==> src/rtl/alu_op_sequencer_pkg.sv <==
// Shared encodings for the ALU operation sequencer: FSM states, opcodes and
// the one-hot select codes understood by the downstream ALU.
package alu_op_sequencer_pkg;

    typedef logic [1:0] state_t;
    typedef logic [2:0] opcode_t;

    localparam state_t ST_IDLE   = 2'd0;
    localparam state_t ST_ISSUE  = 2'd1;
    localparam state_t ST_SAMPLE = 2'd2;
    localparam state_t ST_RESP   = 2'd3;

    localparam opcode_t OP_AND   = 3'd0;
    localparam opcode_t OP_OR    = 3'd1;
    localparam opcode_t OP_NOT   = 3'd2;
    localparam opcode_t OP_XOR   = 3'd3;
    localparam opcode_t OP_ADD   = 3'd4;
    localparam opcode_t OP_SUB   = 3'd5;
    localparam opcode_t OP_MULT  = 3'd6;
    localparam opcode_t OP_CLEAR = 3'd7;

    localparam logic [2:0] IN_SEL_PERSIST = 3'b100;
    localparam logic [2:0] IN_SEL_LOAD    = 3'b010;
    localparam logic [2:0] IN_SEL_RESET   = 3'b001;

    localparam logic [6:0] OUT_SEL_AND  = 7'b1000000;
    localparam logic [6:0] OUT_SEL_OR   = 7'b0100000;
    localparam logic [6:0] OUT_SEL_NOT  = 7'b0010000;
    localparam logic [6:0] OUT_SEL_XOR  = 7'b0001000;
    localparam logic [6:0] OUT_SEL_ADD  = 7'b0000100;
    localparam logic [6:0] OUT_SEL_SUB  = 7'b0000010;
    localparam logic [6:0] OUT_SEL_MULT = 7'b0000001;

endpackage

==> src/rtl/alu_op_sequencer_if.sv <==
// Command, response and ALU-side signals of the sequencer. The slave modport
// is the sequencer; the master modport is the surrounding environment.
interface alu_op_sequencer_if;

    logic       cmd_valid;
    logic       cmd_ready;
    logic [2:0] cmd_op;
    logic [7:0] cmd_a;
    logic [7:0] cmd_b;
    logic       cmd_chain;

    logic [2:0] alu_in_sel;
    logic [7:0] alu_num1;
    logic [7:0] alu_num2;
    logic [6:0] alu_out_sel;
    logic [7:0] alu_result;
    logic       alu_overflow;

    logic       rsp_valid;
    logic       rsp_ready;
    logic [7:0] rsp_data;
    logic       rsp_error;

    modport master (
        output cmd_valid, cmd_op, cmd_a, cmd_b, cmd_chain,
        output alu_result, alu_overflow, rsp_ready,
        input  cmd_ready, alu_in_sel, alu_num1, alu_num2, alu_out_sel,
        input  rsp_valid, rsp_data, rsp_error
    );

    modport slave (
        input  cmd_valid, cmd_op, cmd_a, cmd_b, cmd_chain,
        input  alu_result, alu_overflow, rsp_ready,
        output cmd_ready, alu_in_sel, alu_num1, alu_num2, alu_out_sel,
        output rsp_valid, rsp_data, rsp_error
    );

endinterface

==> src/rtl/alu_op_decode.sv <==
// Combinational opcode decode into the ALU's one-hot input and result selects.
module alu_op_decode
    import alu_op_sequencer_pkg::*;
(
    input  logic [2:0] op,
    output logic [6:0] out_sel,
    output logic [2:0] in_sel
);

    always_comb begin
        in_sel  = IN_SEL_LOAD;
        out_sel = OUT_SEL_AND;
        case (op)
            OP_AND:   out_sel = OUT_SEL_AND;
            OP_OR:    out_sel = OUT_SEL_OR;
            OP_NOT:   out_sel = OUT_SEL_NOT;
            OP_XOR:   out_sel = OUT_SEL_XOR;
            OP_ADD:   out_sel = OUT_SEL_ADD;
            OP_SUB:   out_sel = OUT_SEL_SUB;
            OP_MULT:  out_sel = OUT_SEL_MULT;
            // CLEAR zeroes the ALU operand registers; AND of zeros reads back 0
            OP_CLEAR: begin
                in_sel  = IN_SEL_RESET;
                out_sel = OUT_SEL_AND;
            end
            default:  out_sel = OUT_SEL_AND;
        endcase
    end

endmodule

==> src/rtl/alu_op_sequencer.sv <==
// Sequences one command at a time through an external registered ALU:
// issue operands, sample the result a cycle later, then hold the response.
module alu_op_sequencer
    import alu_op_sequencer_pkg::*;
#(
    parameter int CNT_W = 4
) (
    input  logic               clk,
    input  logic               rst,
    alu_op_sequencer_if.slave  bus,
    output logic [CNT_W-1:0]   err_count,
    output logic               busy
);

    logic [1:0]       state_q, state_d;
    logic [2:0]       op_q, op_d;
    logic [7:0]       a_q, a_d;
    logic [7:0]       b_q, b_d;
    logic             chain_q, chain_d;
    logic [7:0]       last_q, last_d;
    logic [7:0]       data_q, data_d;
    logic             err_q, err_d;
    logic [CNT_W-1:0] cnt_q, cnt_d;

    logic [6:0]       dec_out_sel;
    logic [2:0]       dec_in_sel;

    alu_op_decode u_decode (
        .op      (op_q),
        .out_sel (dec_out_sel),
        .in_sel  (dec_in_sel)
    );

    always_comb begin
        state_d = state_q;
        op_d    = op_q;
        a_d     = a_q;
        b_d     = b_q;
        chain_d = chain_q;
        last_d  = last_q;
        data_d  = data_q;
        err_d   = err_q;
        cnt_d   = cnt_q;
        case (state_q)
            ST_IDLE: begin
                if (bus.cmd_valid) begin
                    state_d = ST_ISSUE;
                    op_d    = bus.cmd_op;
                    a_d     = bus.cmd_a;
                    b_d     = bus.cmd_b;
                    chain_d = bus.cmd_chain;
                end
            end
            ST_ISSUE: state_d = ST_SAMPLE;
            ST_SAMPLE: begin
                state_d = ST_RESP;
                data_d  = (op_q == OP_CLEAR) ? 8'h00 : bus.alu_result;
                err_d   = bus.alu_overflow && (op_q == OP_MULT);
                last_d  = data_d;
                if (err_d && (cnt_q != {CNT_W{1'b1}})) begin
                    cnt_d = cnt_q + CNT_W'(1);
                end
            end
            ST_RESP: begin
                if (bus.rsp_ready) begin
                    state_d = ST_IDLE;
                end
            end
            default: state_d = ST_IDLE;
        endcase
    end

    always_ff @(posedge clk or posedge rst) begin
        if (rst) begin
            state_q <= ST_IDLE;
            op_q    <= OP_AND;
            a_q     <= 8'h00;
            b_q     <= 8'h00;
            chain_q <= 1'b0;
            last_q  <= 8'h00;
            data_q  <= 8'h00;
            err_q   <= 1'b0;
            cnt_q   <= '0;
        end else begin
            state_q <= state_d;
            op_q    <= op_d;
            a_q     <= a_d;
            b_q     <= b_d;
            chain_q <= chain_d;
            last_q  <= last_d;
            data_q  <= data_d;
            err_q   <= err_d;
            cnt_q   <= cnt_d;
        end
    end

    // Idle keeps the ALU accumulator tracking last_q (OR with zero); the
    // response state freezes the ALU since its result is already captured.
    always_comb begin
        bus.alu_in_sel  = IN_SEL_LOAD;
        bus.alu_num1    = last_q;
        bus.alu_num2    = 8'h00;
        bus.alu_out_sel = OUT_SEL_OR;
        case (state_q)
            ST_ISSUE, ST_SAMPLE: begin
                bus.alu_in_sel  = dec_in_sel;
                bus.alu_num1    = chain_q ? last_q : a_q;
                bus.alu_num2    = b_q;
                bus.alu_out_sel = dec_out_sel;
            end
            ST_RESP: begin
                bus.alu_in_sel  = IN_SEL_PERSIST;
                bus.alu_num1    = chain_q ? last_q : a_q;
                bus.alu_num2    = b_q;
                bus.alu_out_sel = dec_out_sel;
            end
            default: ;
        endcase
    end

    assign bus.cmd_ready = (state_q == ST_IDLE);
    assign busy          = (state_q != ST_IDLE);
    assign bus.rsp_valid = (state_q == ST_RESP);
    assign bus.rsp_data  = data_q;
    assign bus.rsp_error = err_q;
    assign err_count     = cnt_q;

endmodule

==> src/flat_wrapper.sv <==
// flat-port wrapper written by rule: the top's interface ports become plain ports
module alu_op_sequencer_flat import alu_op_sequencer_pkg::*;
#(
    parameter int CNT_W = 4
)
  (clk, rst, err_count, busy, bus_cmd_valid, bus_cmd_op, bus_cmd_a, bus_cmd_b, bus_cmd_chain, bus_alu_result, bus_alu_overflow, bus_rsp_ready, bus_cmd_ready, bus_alu_in_sel, bus_alu_num1, bus_alu_num2, bus_alu_out_sel, bus_rsp_valid, bus_rsp_data, bus_rsp_error);
  alu_op_sequencer_if bus_i ();
  input  logic clk;
  input  logic rst;
  output logic [CNT_W-1:0] err_count;
  output logic busy;
  input wire logic [$bits(bus_i.cmd_valid)-1:0] bus_cmd_valid;
  input wire logic [$bits(bus_i.cmd_op)-1:0] bus_cmd_op;
  input wire logic [$bits(bus_i.cmd_a)-1:0] bus_cmd_a;
  input wire logic [$bits(bus_i.cmd_b)-1:0] bus_cmd_b;
  input wire logic [$bits(bus_i.cmd_chain)-1:0] bus_cmd_chain;
  input wire logic [$bits(bus_i.alu_result)-1:0] bus_alu_result;
  input wire logic [$bits(bus_i.alu_overflow)-1:0] bus_alu_overflow;
  input wire logic [$bits(bus_i.rsp_ready)-1:0] bus_rsp_ready;
  output wire logic [$bits(bus_i.cmd_ready)-1:0] bus_cmd_ready;
  output wire logic [$bits(bus_i.alu_in_sel)-1:0] bus_alu_in_sel;
  output wire logic [$bits(bus_i.alu_num1)-1:0] bus_alu_num1;
  output wire logic [$bits(bus_i.alu_num2)-1:0] bus_alu_num2;
  output wire logic [$bits(bus_i.alu_out_sel)-1:0] bus_alu_out_sel;
  output wire logic [$bits(bus_i.rsp_valid)-1:0] bus_rsp_valid;
  output wire logic [$bits(bus_i.rsp_data)-1:0] bus_rsp_data;
  output wire logic [$bits(bus_i.rsp_error)-1:0] bus_rsp_error;
  assign bus_i.cmd_valid = bus_cmd_valid;
  assign bus_i.cmd_op = bus_cmd_op;
  assign bus_i.cmd_a = bus_cmd_a;
  assign bus_i.cmd_b = bus_cmd_b;
  assign bus_i.cmd_chain = bus_cmd_chain;
  assign bus_i.alu_result = bus_alu_result;
  assign bus_i.alu_overflow = bus_alu_overflow;
  assign bus_i.rsp_ready = bus_rsp_ready;
  assign bus_cmd_ready = bus_i.cmd_ready;
  assign bus_alu_in_sel = bus_i.alu_in_sel;
  assign bus_alu_num1 = bus_i.alu_num1;
  assign bus_alu_num2 = bus_i.alu_num2;
  assign bus_alu_out_sel = bus_i.alu_out_sel;
  assign bus_rsp_valid = bus_i.rsp_valid;
  assign bus_rsp_data = bus_i.rsp_data;
  assign bus_rsp_error = bus_i.rsp_error;
  alu_op_sequencer #(.CNT_W(CNT_W)) u_core (.clk(clk), .rst(rst), .bus(bus_i), .err_count(err_count), .busy(busy));
endmodule
==> config.mk <==
export PLATFORM = sky130hd
export DESIGN_NAME = alu_op_sequencer_flat
export DESIGN_NICKNAME = d
export VERILOG_FILES = /design/src/rtl/alu_op_sequencer_pkg.sv /design/src/rtl/alu_op_sequencer_if.sv /design/src/rtl/alu_op_decode.sv /design/src/rtl/alu_op_sequencer.sv /design/src/flat_wrapper.sv
export SDC_FILE = /design/constraint.sdc
export NUM_CORES = 1
export LEC_CHECK = 0
export BUFFER_PORTS_ARGS = -buffer_cell sky130_fd_sc_hd__buf_2
export CORE_ASPECT_RATIO = 0.6
export CORE_UTILIZATION = 35
export CTS_CLUSTER_DIAMETER = 60
export CTS_CLUSTER_SIZE = 8
export DETAILED_ROUTE_END_ITERATION = 12
export GPL_ROUTABILITY_DRIVEN = 1
export SLEW_MARGIN = 20
export SYNTH_ARGS = -nofsm -noshare
export SYNTH_HDL_FRONTEND = slang
export SYNTH_SLANG_ARGS = --single-unit
==> constraint.sdc <==
create_clock -name clk -period 4.4 [get_ports clk]
set_input_delay 0.44 -clock clk [delete_from_list [all_inputs] [get_ports clk]]
set_output_delay 0.44 -clock clk [all_outputs]
set_load 0.005 [all_outputs]
==> results.yml <==
worst_setup_path:
  required_ps: 3960
  start_kind: "flip-flop"
  end_kind: "output pin"
  critPathMaxFanout: 17
  crit_start: "u_core.state_q[0]"
  r2r-start: "u_core.state_q[0]"
  path_class: "reg2out"
  worst_ep_arrival_time_ps: 2150
grt:
  track_usage_pct: 15.05
  grt_pass1_vias: 1180
  antenna_found_initial: 0
  grt_pass1_wl_um: 5913
  grt_max_degree: 36
  gr-total-overflow: 0
layout:
  fill_cells: 453
  drive_above_1_share_pct: 56.94
  fin_nets: 247
  fin_area_sq_um: 2251
  final_util_pct: 48.31
  instances_no_fill: 272
  antennaDiodeCount: 0
  syn2layout_area_growth_pct: 30.36
power_and_ir_drop:
  ir_drop_mv: 0.3693
  p_clk_share_pct: 17.6
  p_leak_nw: 1.147
  switching_share_pct: 34.58
  power_density_nw_per_um2: 744.4
  finalPower_w: 0.001676
  p_seq_share_pct: 35.5
  p_int_w: 0.001096
  p_comb_share_pct: 46.9
  power.switching_w: 0.0005794
synthesis:
  synth_edf_count: 0
  syn-num-nets: 173
  synth_top_family_by_area: "multiplexers"
  synth_top_cell_area_share_pct: 50.72
  synthSimpleGateAreaFrac_pct: 10.65
  synth.area.mux_share_pct: 20.94
  async_flop_share_pct: 100.0
  ys.flop_type: "dfrtp_1"
  synth_cells: 134
  synth_area_sq_um: 1727
  synth_fa_ha_area_share_pct: 4.348
  synth_compound_area_share_pct: 8.406
  synth.most_common_cell: "dfrtp_1"
  yosysSeqAreaShare_pct: 50.72
  ys_warn_count: 0
  ys_ff_latch: 35
  yosysTopAreaCell: "dfrtp_1"
  synthTopCellsByArea: "dfrtp_1, mux2_2, ha_1"
  ys_types: 34
  synth.top_cells.by_count: "dfrtp_1, mux2_2, a22o_1, nor2b_1"
  syn_avg_cell_area_sq_um: 12.89
  synth_xor_area_share_pct: 0.5072
die:
  die_w_um: 92.68
  rows: 19
  ios: 75
  start_util_pct: 37.06
  dieArea_sq_um: 5227
  die_y_um: 56.41
  core_area_sq_um: 4659
detailed_routing:
  drt-total-wl_um: 3719
  via_per_inst: 4.676
  wl_per_cell_um: 13.67
  drt_first_pass_iters: 4
  drtIter0Drc: 29
  vias: 1272
  ant_nets: 0
  drc: 0
clocking:
  cts_tree: "done"
  hold_buffers: 0
  cts_resized: 0
  ctsLongestPathBuffers: 2
  cts_made_buffers: 5
  cts_sinks: 35
  post_cts_buffers: 0
  clock-root-buffer: "clkbuf_8"
  clk_latency_ps: 280
  path_clk_slew_ps: 70
  htreeDepth: 2
timing:
  rsz0062_at_grt: "no"
  hold_viol: 0
  fin_tns_setup_ps: 0
  finalMaxSlewViolations: 0
  post-route-period-util_pct: 58.91
  worst_clock_skew_ps: 4.886
  period_minus_slack_ps: 2592
  setup_viol: 0
  max_freq_mhz: 385.8
  slew_headroom_pct: 43.47
  tightestPinTransition_ps: 845.9
placed_design:
  dpl.hpwl_um: 2867
  placed_area_sq_um: 2133
  portBuffers: 74
  place_inst: 264
  place.gp.congestion: 0.6857
run_status:
  status: "finished clean"
flow_run:
  maxCapViolations: 0
worst_hold_path:
  min_path_type: "in2async"
-- through the flow --
stage               setup WS [ps]  hold WS, ps
floorplan                    2534        471.2
global placement             2125        481.4
detailed placement           2082        485.6
CTS                          1773        252.2
global route                 1668        280.7
finish                       1808        242.8
-- cell type report --
type	instances	area (sq um)	area share (%)
Clock buffer	6	82.58	3.669
Timing Repair Buffer	75	377.9	16.79
Multi-Input combinational cell	84	774.5	34.41
Tap cell	63	78.83	3.502
Inverter	7	26.28	1.167
Sequential cell	35	875.8	38.91
Clock inverter	2	35.03	1.556
-- critical path, stage by stage (launching register included) --
cell	delay, ps
dfrtp_1	380
inv_1	90
ha_1	420
nor2_2	460
mux2_2	390
buf_2	130
-- path summary, 6_finish.rpt --
kind,to,slack (ps),cells after the start
max,bus_alu_num1[6],1810,5
min,u_core.b_q[1],240,3
min reg2reg,u_core.b_q[3],500,1
max reg2reg,u_core.b_q[5],2530,4
max in group asynchronous,u_core.a_q[0],3850,3
min in group clk,u_core.last_q[0],370,2
-- layer usage --
metal,part of all wire (%),up-vias,track usage (%)
li1,-,621,-
met1,53,606,22.38
met2,39,41,19.89
met3,7.1,4,5.285
met4,0.99,0,5.275
met5,0,-,0
-- registers in the layout (all words and copies together) (netlist names) --
register / count
u_core.a_q: 8
u_core.b_q: 8
u_core.bus.rsp_error: 1
u_core.chain_q: 1
u_core.err_count: 4
u_core.last_q: 8
u_core.op_q: 3
u_core.state_q: 2
-- layout by cell type (no fill, tap or decap), drive strengths merged --
master / instances
a21boi: 1
a21o: 1
a21oi: 2
a22o: 8
a311oi: 1
and2: 1
buf: 75
bufinv: 1
clkbuf: 6
clkinv: 2
dfrtp: 35
ha: 6
inv: 6
mux2: 30
mux2i: 2
nand2: 3
nand2b: 1
nand3: 3
nand3b: 1
nor2: 4
nor2b: 8
nor3: 4
nor4b: 2
nor4bb: 1
o21bai: 1
o22ai: 1
o2bb2ai: 1
or3: 1
xor2: 1
-- power by group through the flow --
stage	Clock [W]	Sequential (W)	Combinational, W
after CTS	0.000303	0.000595	0.000800
final	0.000295	0.000595	0.000785
after floorplan	0	0.000553	0.000555
after global routing	0.000319	0.000622	0.000863
after detailed placement	0	0.000599	0.000798
after global placement	0	0.000598	0.000785
-- cells by family after synthesis --
kind of cell	after synthesis
AO/OA/AOI/OAI	16
XOR/XNOR	1
adder cells (fa/ha/maj)	6
buffers and inverters	15
flip-flops	35
multiplexers	32
AND/OR/NAND/NOR	29
No activity file was read; power rests on OpenSTA's default activity.
